## config.mk

```make
export PLATFORM = sky130hd
export DESIGN_NAME = vid_lock
export DESIGN_NICKNAME = d
export VERILOG_FILES = /design/src/rtl/vid_lock_pkg.sv /design/src/rtl/vid_lock_edge_det.sv /design/src/rtl/vid_lock.sv
export SDC_FILE = /design/constraint.sdc
export NUM_CORES = 1
export LEC_CHECK = 0
export ABC_AREA = 1
export CAP_MARGIN = 20
export CELL_PAD_IN_SITES_DETAIL_PLACEMENT = 1
export CELL_PAD_IN_SITES_GLOBAL_PLACEMENT = 1
export CORE_UTILIZATION = 40
export DETAILED_ROUTE_END_ITERATION = 7
export PLACE_DENSITY = 0.74
export SKIP_CTS_REPAIR_TIMING = 1
export SYNTH_ARGS = -nofsm -noshare
export SYNTH_HDL_FRONTEND = slang
export SYNTH_SLANG_ARGS = --single-unit
```

## constraint.sdc

```tcl
create_clock -name clk_i -period 9.5 [get_ports clk_i]
set_input_delay 1.9 -clock clk_i [delete_from_list [all_inputs] [get_ports clk_i]]
set_output_delay 1.9 -clock clk_i [all_outputs]
set_load 0.03 [all_outputs]
```

## src/rtl/vid_lock_pkg.sv

```systemverilog
// Shared video definitions: lock FSM states, measurement width and a
// saturating increment used by all measurement counters.
package vid_lock_pkg;

   localparam int MEAS_W = 12;
   localparam logic [MEAS_W-1:0] MEAS_MAX = '1;

   typedef enum logic [1:0] {
      UNLOCKED = 2'd0,
      CHECKING = 2'd1,
      LOCKED   = 2'd2
   } lock_state_t;

   function automatic logic [MEAS_W-1:0] sat_inc(input logic [MEAS_W-1:0] v);
      return (v == MEAS_MAX) ? v : v + MEAS_W'(1);
   endfunction

endpackage

```

## src/rtl/vid_lock_edge_det.sv

```systemverilog
// Registers one video timing input and flags its rising and falling edges
// by comparing the registered value against its previous value.
module edge_det (
   input  logic clk_i,
   input  logic rst_i,
   input  logic sig_i,
   output logic rise_o,
   output logic fall_o
);

   logic sig_q;
   logic sig_d;

   always_ff @(posedge clk_i or posedge rst_i) begin
      if (rst_i) begin
         sig_q <= 1'b0;
         sig_d <= 1'b0;
      end else begin
         sig_q <= sig_i;
         sig_d <= sig_q;
      end
   end

   assign rise_o = sig_q & ~sig_d;
   assign fall_o = ~sig_q & sig_d;

endmodule

```

## src/rtl/vid_lock.sv

```systemverilog
// Video timing lock detector: measures line width, line period and frame
// height, and declares lock after enough consecutive matching frames.
module vid_lock
   import vid_lock_pkg::*;
#(
   parameter int H_WIDTH     = 1920,
   parameter int H_TOTAL     = 2200,
   parameter int V_HEIGHT    = 1080,
   parameter int LOCK_FRAMES = 4,
   parameter int TIMEOUT     = 2 * H_TOTAL
) (
   input  logic              clk_i,
   input  logic              rst_i,
   input  logic              hs_i,
   input  logic              vs_i,
   input  logic              de_i,
   output logic              locked_o,
   output logic              frame_o,
   output logic              err_o,
   output logic [MEAS_W-1:0] h_width_o,
   output logic [MEAS_W-1:0] h_total_o,
   output logic [MEAS_W-1:0] v_height_o
);

   localparam int TO_W = $clog2(TIMEOUT + 1);
   localparam int LC_W = $clog2(LOCK_FRAMES + 1);
   localparam logic [MEAS_W-1:0] H_WIDTH_C  = MEAS_W'(H_WIDTH);
   localparam logic [MEAS_W-1:0] H_TOTAL_C  = MEAS_W'(H_TOTAL);
   localparam logic [MEAS_W-1:0] V_HEIGHT_C = MEAS_W'(V_HEIGHT);
   localparam logic [TO_W-1:0]   TO_LAST    = TO_W'(TIMEOUT - 1);
   localparam logic [TO_W-1:0]   TO_DONE    = TO_W'(TIMEOUT);
   localparam logic [LC_W-1:0]   LC_LAST    = LC_W'(LOCK_FRAMES - 1);

   logic hs_rise, hs_fall_unused;
   logic vs_rise, vs_fall_unused;
   logic de_rise, de_fall;

   edge_det u_hs (.clk_i(clk_i), .rst_i(rst_i), .sig_i(hs_i), .rise_o(hs_rise), .fall_o(hs_fall_unused));
   edge_det u_vs (.clk_i(clk_i), .rst_i(rst_i), .sig_i(vs_i), .rise_o(vs_rise), .fall_o(vs_fall_unused));
   edge_det u_de (.clk_i(clk_i), .rst_i(rst_i), .sig_i(de_i), .rise_o(de_rise), .fall_o(de_fall));

   logic [MEAS_W-1:0] de_cnt, hs_cnt, line_cnt, last_width, last_period;
   logic              frame_bad, period_valid;
   logic [TO_W-1:0]   to_cnt;
   logic [LC_W-1:0]   good_cnt;
   lock_state_t       state;

   logic              width_err, period_err, timeout_hit, frame_good;
   logic [MEAS_W-1:0] cur_width, cur_period;

   // Mismatches seen in the vs-rise cycle itself still belong to the ending frame.
   assign width_err   = de_fall && ((de_cnt != H_WIDTH_C) || (de_cnt == MEAS_MAX));
   assign period_err  = hs_rise && period_valid && ((hs_cnt != H_TOTAL_C) || (hs_cnt == MEAS_MAX));
   assign timeout_hit = !hs_rise && (to_cnt == TO_LAST);
   assign frame_good  = !frame_bad && !width_err && !period_err &&
                        (line_cnt == V_HEIGHT_C) && (line_cnt != MEAS_MAX);
   assign cur_width   = de_fall ? de_cnt : last_width;
   assign cur_period  = (hs_rise && period_valid) ? hs_cnt : last_period;

   always_ff @(posedge clk_i or posedge rst_i) begin
      if (rst_i) begin
         de_cnt       <= '0;
         hs_cnt       <= '0;
         line_cnt     <= '0;
         last_width   <= '0;
         last_period  <= '0;
         frame_bad    <= 1'b0;
         period_valid <= 1'b0;
         to_cnt       <= '0;
      end else begin
         de_cnt <= de_rise ? MEAS_W'(1) : sat_inc(de_cnt);
         if (de_fall)
            last_width <= de_cnt;

         if (hs_rise) begin
            hs_cnt       <= MEAS_W'(1);
            period_valid <= 1'b1;
            if (period_valid)
               last_period <= hs_cnt;
         end else begin
            hs_cnt <= sat_inc(hs_cnt);
         end

         // The idle counter parks at TIMEOUT so a long gap raises only one error.
         if (hs_rise)
            to_cnt <= '0;
         else if (to_cnt != TO_DONE)
            to_cnt <= to_cnt + TO_W'(1);
         if (timeout_hit)
            period_valid <= 1'b0;

         if (vs_rise) begin
            frame_bad <= 1'b0;
            line_cnt  <= de_rise ? MEAS_W'(1) : '0;
         end else begin
            if (width_err || period_err)
               frame_bad <= 1'b1;
            if (de_rise)
               line_cnt <= sat_inc(line_cnt);
         end
      end
   end

   always_ff @(posedge clk_i or posedge rst_i) begin
      if (rst_i) begin
         state      <= UNLOCKED;
         good_cnt   <= '0;
         locked_o   <= 1'b0;
         frame_o    <= 1'b0;
         err_o      <= 1'b0;
         h_width_o  <= '0;
         h_total_o  <= '0;
         v_height_o <= '0;
      end else begin
         frame_o <= vs_rise;
         err_o   <= 1'b0;
         if (vs_rise) begin
            h_width_o  <= cur_width;
            h_total_o  <= cur_period;
            v_height_o <= line_cnt;
         end

         if (timeout_hit) begin
            state    <= UNLOCKED;
            good_cnt <= '0;
            locked_o <= 1'b0;
            err_o    <= 1'b1;
         end else if (vs_rise) begin
            case (state)
               UNLOCKED: begin
                  state    <= CHECKING;
                  good_cnt <= '0;
               end
               CHECKING: begin
                  if (frame_good) begin
                     good_cnt <= good_cnt + LC_W'(1);
                     if (good_cnt == LC_LAST) begin
                        state    <= LOCKED;
                        locked_o <= 1'b1;
                     end
                  end else begin
                     good_cnt <= '0;
                     err_o    <= 1'b1;
                  end
               end
               LOCKED: begin
                  if (!frame_good) begin
                     state    <= CHECKING;
                     good_cnt <= '0;
                     locked_o <= 1'b0;
                     err_o    <= 1'b1;
                  end
               end
               default: begin
                  state    <= UNLOCKED;
                  good_cnt <= '0;
                  locked_o <= 1'b0;
               end
            endcase
         end
      end
   end

endmodule

```

==> impl_metrics.tcl, run 1 <==
set metrics [dict create \
    wl_per_cell_um 15.31 \
    first_iter_violations 235 \
    outcome "finished clean" \
    p_seq_frac 0.440 \
    num_vias 4580 \
    cp_slowest_stage_delay_ns 0.70 \
    final_cell_mix "nand2_1 (177), dfrtp_1 (125), inv_1 (62), o21ai_0 (54), clkdlybuf4s50_1 (43)" \
    grt_pass1_vias 4899 \
    fp.coreArea_um2 13930 \
    antenna_found_initial 0 \
    synthDistinctLibCells 36 \
    finalSetupViolations 0 \
    pwr-share-clk 0.387 \
    fin_crit_ns 3.391 \
    drv_slew 0 \
    holdCritPathClass "reg2reg" \
    die_h_um 121.9 \
    ios 44 \
    top_layer "met4" \
    power_frac_comb 0.173 \
    crit_fanout 2 \
    met1Wirelength_um 6384 \
    numClockSinks 125 \
    area_growth_syn_to_layout_pct 19.63 \
    crit_chain "clkdlybuf4s50_1" \
    worstSetupPathType "reg2out" \
    powerDensity_nw_per_um2 210.3 \
    vdd_drop_max_uv 125.9 \
    synth_top_flop_cell "dfrtp_1" \
    worstMarginPinSlew_ns 0.7568 \
    grt.total_usage 0.2098 \
    synth_seq_cells 125 \
    antennaDiodeCount 0 \
    grt_overflow_total 0 \
    std_cell_rows 43 \
    syn_nets 680 \
    fp.dieW_um 121.9 \
    worst_path_max_delay_cell "clkdlybuf4s50_1" \
    netlist_area_um2 5749 \
    final_antenna_net_count 0 \
    slew_headroom 0.4949 \
    synth_cells 661 \
    hp-start "u_hs.sig_q" \
    cp-end-kind "output port" \
    root_buffer "clkbuf_16" \
    regToRegStartpoint "u_vs.sig_q" \
    muxShareOfSynthArea 0 \
    dp_hpwl_um 9392 \
    hold_end "u_hs.sig_d" \
    wirelength_um 13750 \
    drc 0 \
    fin_cells 898 \
    critPathBufInv 1 \
    nets 729 \
    met3_wirelength_um 355 \
    cts_buffer_depth 2 \
    switching_share 0.2899 \
    leakage_nw 3.253 \
    wl_met2_um 6816 \
    layout-drive-gt1-share 0.1086 \
    synth-edff-count 0 \
    rrSetupSlack_ns 7.24 \
    p_int_w 0.001027 \
    reg2reg_to "line_cnt[10]" \
    filler_cell_count 1646 \
    via_per_inst 5.100 \
    clk_latency_ns 0.41 \
    switching_power_w 0.0004192 \
    rsz0062_at_grt "no" \
    final_common_cell "nand2_1" \
    rr_worst_depth 11 \
    max_freq_mhz 294.9 \
    dpl_worst_slack_ns 5.600 \
    yosysWarnings 0 \
    numCtsBuffers 17 \
    place_inst 870 \
    grt_start_max_net_pins 81 \
    layout.area.seq_um2 3128 \
    port_buffers 43 \
    utilization 0.4936 \
    startpoint_type "flop" \
    worstPathRequired_ns 7.60 \
    fin_tns_setup_ns 0 \
    whs_path_depth 0 \
    arrival_ns 1.49 \
    cts_tree "built" \
    synth_xor_area_frac 0.006094 \
    synthAdderAreaFrac 0.03047 \
    hold_violations 0 \
    start_util 0.4126 \
    multi_input_area_um2 2256 \
    routabilityCongestion 0.7911 \
    drt_pass1_iterations 4 \
    cts.htree.levels 4 \
    grt_pass1_wl_um 23990 \
    synth-compound-area-share 0.1095 \
    clk_pin_slew_ns 0.05 \
    fin_crit_sh 0.3569 \
    final.setup.worst_slack_ns 6.109 \
    holdWs_ns 0.3766 \
    synth_top_family_by_area "simple AND/OR/NAND/NOR gates" \
    critical_path.top_delay_family "buffers and inverters" \
    dieArea_um2 14860 \
    async_reset_ff_frac 1.000 \
    avgSynthCellArea_um2 8.698 \
    yosys.area_share.simple 0.2464 \
    yosysSeqAreaShare 0.5441 \
    maxCapViolations 0 \
    clock_skew_ns 0.004915 \
]
[flip-flops by register name (all words and copies together) (netlist names), 2 cells and up]
register and flops:
line_cnt 12, state 2, good_cnt 3, de_cnt 12, last_width 12, h_total_o 12, last_period 12, v_height_o 12
h_width_o 12, hs_cnt 12, to_cnt 13
[synthesized netlist by cell type (2+ instances only)]
| cell type | n | share of area |
|---|---|---|
| nor3_1 | 16 | 0.014 |
| buf_2 | 7 | 0.0061 |
| a31oi_1 | 7 | 0.0076 |
| dfrtp_1 | 125 | 0.54 |
| xor2_1 | 4 | 0.0061 |
| inv_1 | 63 | 0.041 |
| nand3_2 | 3 | 0.0052 |
| nand2_2 | 9 | 0.0098 |
| nand4_1 | 13 | 0.014 |
| clkbuf_1 | 11 | 0.0072 |
| nand2_1 | 177 | 0.12 |
| nor2_2 | 6 | 0.0065 |
| o211a_1 | 3 | 0.0052 |
| nor4_1 | 2 | 0.0022 |
| nand3_1 | 34 | 0.030 |
| o21ai_1 | 13 | 0.011 |
| nor2_4 | 2 | 0.0039 |
| a21oi_1 | 21 | 0.018 |
| nor2_1 | 41 | 0.027 |
| o21ai_0 | 54 | 0.047 |
| ha_1 | 14 | 0.030 |
| inv_2 | 13 | 0.0085 |
| o21ai_2 | 9 | 0.014 |
| a211oi_1 | 2 | 0.0026 |
[layout make-up]
type | count | share of cell area
tap | 180 | 0.03275
clock inverter | 3 | 0.002183
multi-input combinational | 441 | 0.3280
clock buffer | 24 | 0.07004
inverter | 77 | 0.04239
timing repair buffer | 48 | 0.06986
sequential | 125 | 0.4548
[routing by layer]
metal | track usage | vias up
li1 | - | 2228
met1 | 0.2637 | 2275
met2 | 0.3489 | 60
met3 | 0.05243 | 17
met4 | 0.07485 | 0
met5 | 0 | -
[worst max-delay path by stage]
stage                             from        endpoint  slack, ns  depth (start not counted)
after floorplan                  rst_i       de_cnt[0]       4.27                          1
after global placement           rst_i       to_cnt[0]       5.63                          3
after detailed placement         rst_i       to_cnt[0]       5.60                          3
after CTS                        rst_i  last_period[0]       6.06                          3
after global routing      h_width_o[0]    h_width_o[0]       6.05                          1
final                     h_width_o[0]    h_width_o[0]       6.11                          1
[power by group through the flow]
stage	Clock, W	Combinational [W]	Sequential [W]
6_report	0.000560	0.000251	0.000636
5_1_grt	0.000596	0.000281	0.000645
4_1_cts	0.000574	0.000254	0.000635
3_5_place_dp	0	0.000251	0.000643
3_3_place_gp	0	0.000239	0.000639
2_1_floorplan	0	0.000138	0.000667
[stage by stage]
stage,total power (W),area [um^2]
floorplan,0.0008052,5749
global placement,0.0008780,6361
detailed placement,0.0008938,6361
CTS,0.001463,6858
global route,0.001521,6878
finish,0.001446,6878
[logic make-up after synthesis]
logic type / after synthesis
AOI/OAI and AO/OA: 111
and+or+nand+nor: 312
adders and majority gates: 14
xor gates and xnor gates: 4
DFF: 125
buffers and inverters: 95
Note: power is estimated with default switching activity, not from simulation.
==> run 2: changes to the inputs <==
clock period = 3.49 ns   (was 9.5 ns; I/O delays follow)
==> impl_metrics.tcl, run 2 (synthesized netlist as in run 1, its figures left out) <==
set metrics [dict create \
    rrSetupSlack_ns 1.35 \
    drt_pass1_iterations 4 \
    port_buffers 43 \
    fin_crit_ns 2.226 \
    num_vias 4595 \
    die_h_um 121.9 \
    grt_pass1_vias 4868 \
    numCtsBuffers 17 \
    max_freq_mhz 449.2 \
    grt_start_max_net_pins 126 \
    outcome "finished clean" \
    place_inst 870 \
    fin_cells 902 \
    via_per_inst 5.094 \
    grt_overflow_total 0 \
    crit_chain "clkdlybuf4s50_1" \
    ios 44 \
    cts_buffer_depth 2 \
    holdCritPathClass "reg2reg" \
    root_buffer "clkbuf_16" \
    final_common_cell "nand2_1" \
    leakage_nw 3.321 \
    critical_path.top_delay_family "buffers and inverters" \
    drv_slew 0 \
    layout.area.seq_um2 3128 \
    final_cell_area_um2 7052 \
    fp.dieW_um 121.9 \
    utilization 0.5061 \
    p_int_w 0.003216 \
    worstSetupPathType "reg2out" \
    placed_cell_area_um2 6375 \
    start_util 0.4126 \
    drc 0 \
    slew_headroom 0.4426 \
    crit_fanout 2 \
    power_frac_comb 0.155 \
    startpoint_type "flop" \
    fin_tns_setup_ns 0 \
    hold_violations 0 \
    filler_cell_count 1610 \
    std_cell_rows 43 \
    worst_path_max_delay_cell "clkdlybuf4s50_1" \
    fp.coreArea_um2 13930 \
    grt.total_usage 0.2089 \
    wl_per_cell_um 15.61 \
    arrival_ns 1.53 \
    clk_pin_slew_ns 0.05 \
    wirelength_um 14080 \
    vdd_drop_max_uv 415.3 \
    grt_pass1_wl_um 24000 \
    whs_path_depth 0 \
    hp-start "u_hs.sig_q" \
    layout-drive-gt1-share 0.1191 \
    regToRegStartpoint "line_cnt[0]" \
    powerDensity_nw_per_um2 628.6 \
    area_growth_syn_to_layout_pct 22.66 \
    critPathBufInv 1 \
    dp_hpwl_um 9308 \
    final_antenna_net_count 0 \
    clock_skew_ns 0.009341 \
    rr_worst_depth 14 \
    largest-register "to_cnt" \
    p_seq_frac 0.389 \
    hold_end "u_hs.sig_d" \
    switching_power_w 0.001217 \
    cp-end-kind "output port" \
    reg2reg_to "line_cnt[10]" \
    cp_slowest_stage_delay_ns 0.71 \
    cp.depth 1 \
    first_iter_violations 219 \
    cts.htree.levels 4 \
    largest_register_ff_count 13 \
    multi_input_area_um2 2256 \
    routabilityCongestion 0.8061 \
    switching_share 0.2745 \
    holdWs_ns 0.3782 \
    pwr-share-clk 0.456 \
    maxCapViolations 0 \
    cts_tree "built" \
    worstMarginPinSlew_ns 0.8352 \
    fin_crit_sh 0.6379 \
    antennaDiodeCount 0 \
    final_cell_mix "nand2_1 (177), dfrtp_1 (125), inv_1 (62), o21ai_0 (54), clkdlybuf4s50_1 (43)" \
    clk_latency_ns 0.43 \
    dieArea_um2 14860 \
    nets 728 \
    antenna_found_initial 0 \
    worstPathRequired_ns 2.79 \
    rsz0062_at_grt "no" \
    finalSetupViolations 0 \
    numClockSinks 125 \
]
[run 2: cell count changes in the layout (fill, tap and decap cells not counted), sizes merged]
| cell | delta |
|---|---|
| inv | -1 |
| bufinv | +5 |
| clkinv | -1 |
| buf | -1 |
| clkbuf | -2 |
| clkinvlp | +4 |
[run 2: per-stage QoR]
| stage | worst slack (ns) | total power, W |
|---|---|---|
| detailed placement | 1.456 | 0.002433 |
| floorplan | 1.253 | 0.002192 |
| global route | 1.175 | 0.004614 |
| CTS | 1.233 | 0.004486 |
| global placement | 1.530 | 0.002396 |
| finish | 1.264 | 0.004432 |
[run 2: how the worst max path moves through the flow]
stage	start	to	slack [ns]
floorplan	rst_i	de_cnt[0]	1.25
global placement	u_vs.sig_q	line_cnt[10]	1.53
detailed placement	line_cnt[0]	line_cnt[10]	1.46
CTS	h_width_o[6]	h_width_o[6]	1.23
global route	line_cnt[0]	line_cnt[10]	1.18
finish	h_width_o[6]	h_width_o[6]	1.26
[run 2: area by class of cell]
cell class | count | share of cell area
clock buffer | 22 | 0.07009
clock inverter | 10 | 0.02590
inverter | 77 | 0.04152
multi-input combinational | 441 | 0.3199
sequential | 125 | 0.4436
tap | 180 | 0.03194
timing repair buffer | 47 | 0.06707
[run 2: power by group through the flow]
stage,Combinational (W),Sequential [W],Clock [W]
after floorplan,0.000377,0.00182,0
after global placement,0.000660,0.00174,0
after detailed placement,0.000688,0.00175,0
after CTS,0.000702,0.00172,0.00206
after global routing,0.000772,0.00174,0.00210
final,0.000688,0.00172,0.00202
[run 2: metal layers]
layer,vias up,GRT usage,wire length (um)
li1,2235,-,-
met1,2267,0.2707,6678
met2,68,0.3302,6636
met3,25,0.05290,491
met4,0,0.09028,274
met5,-,0,0
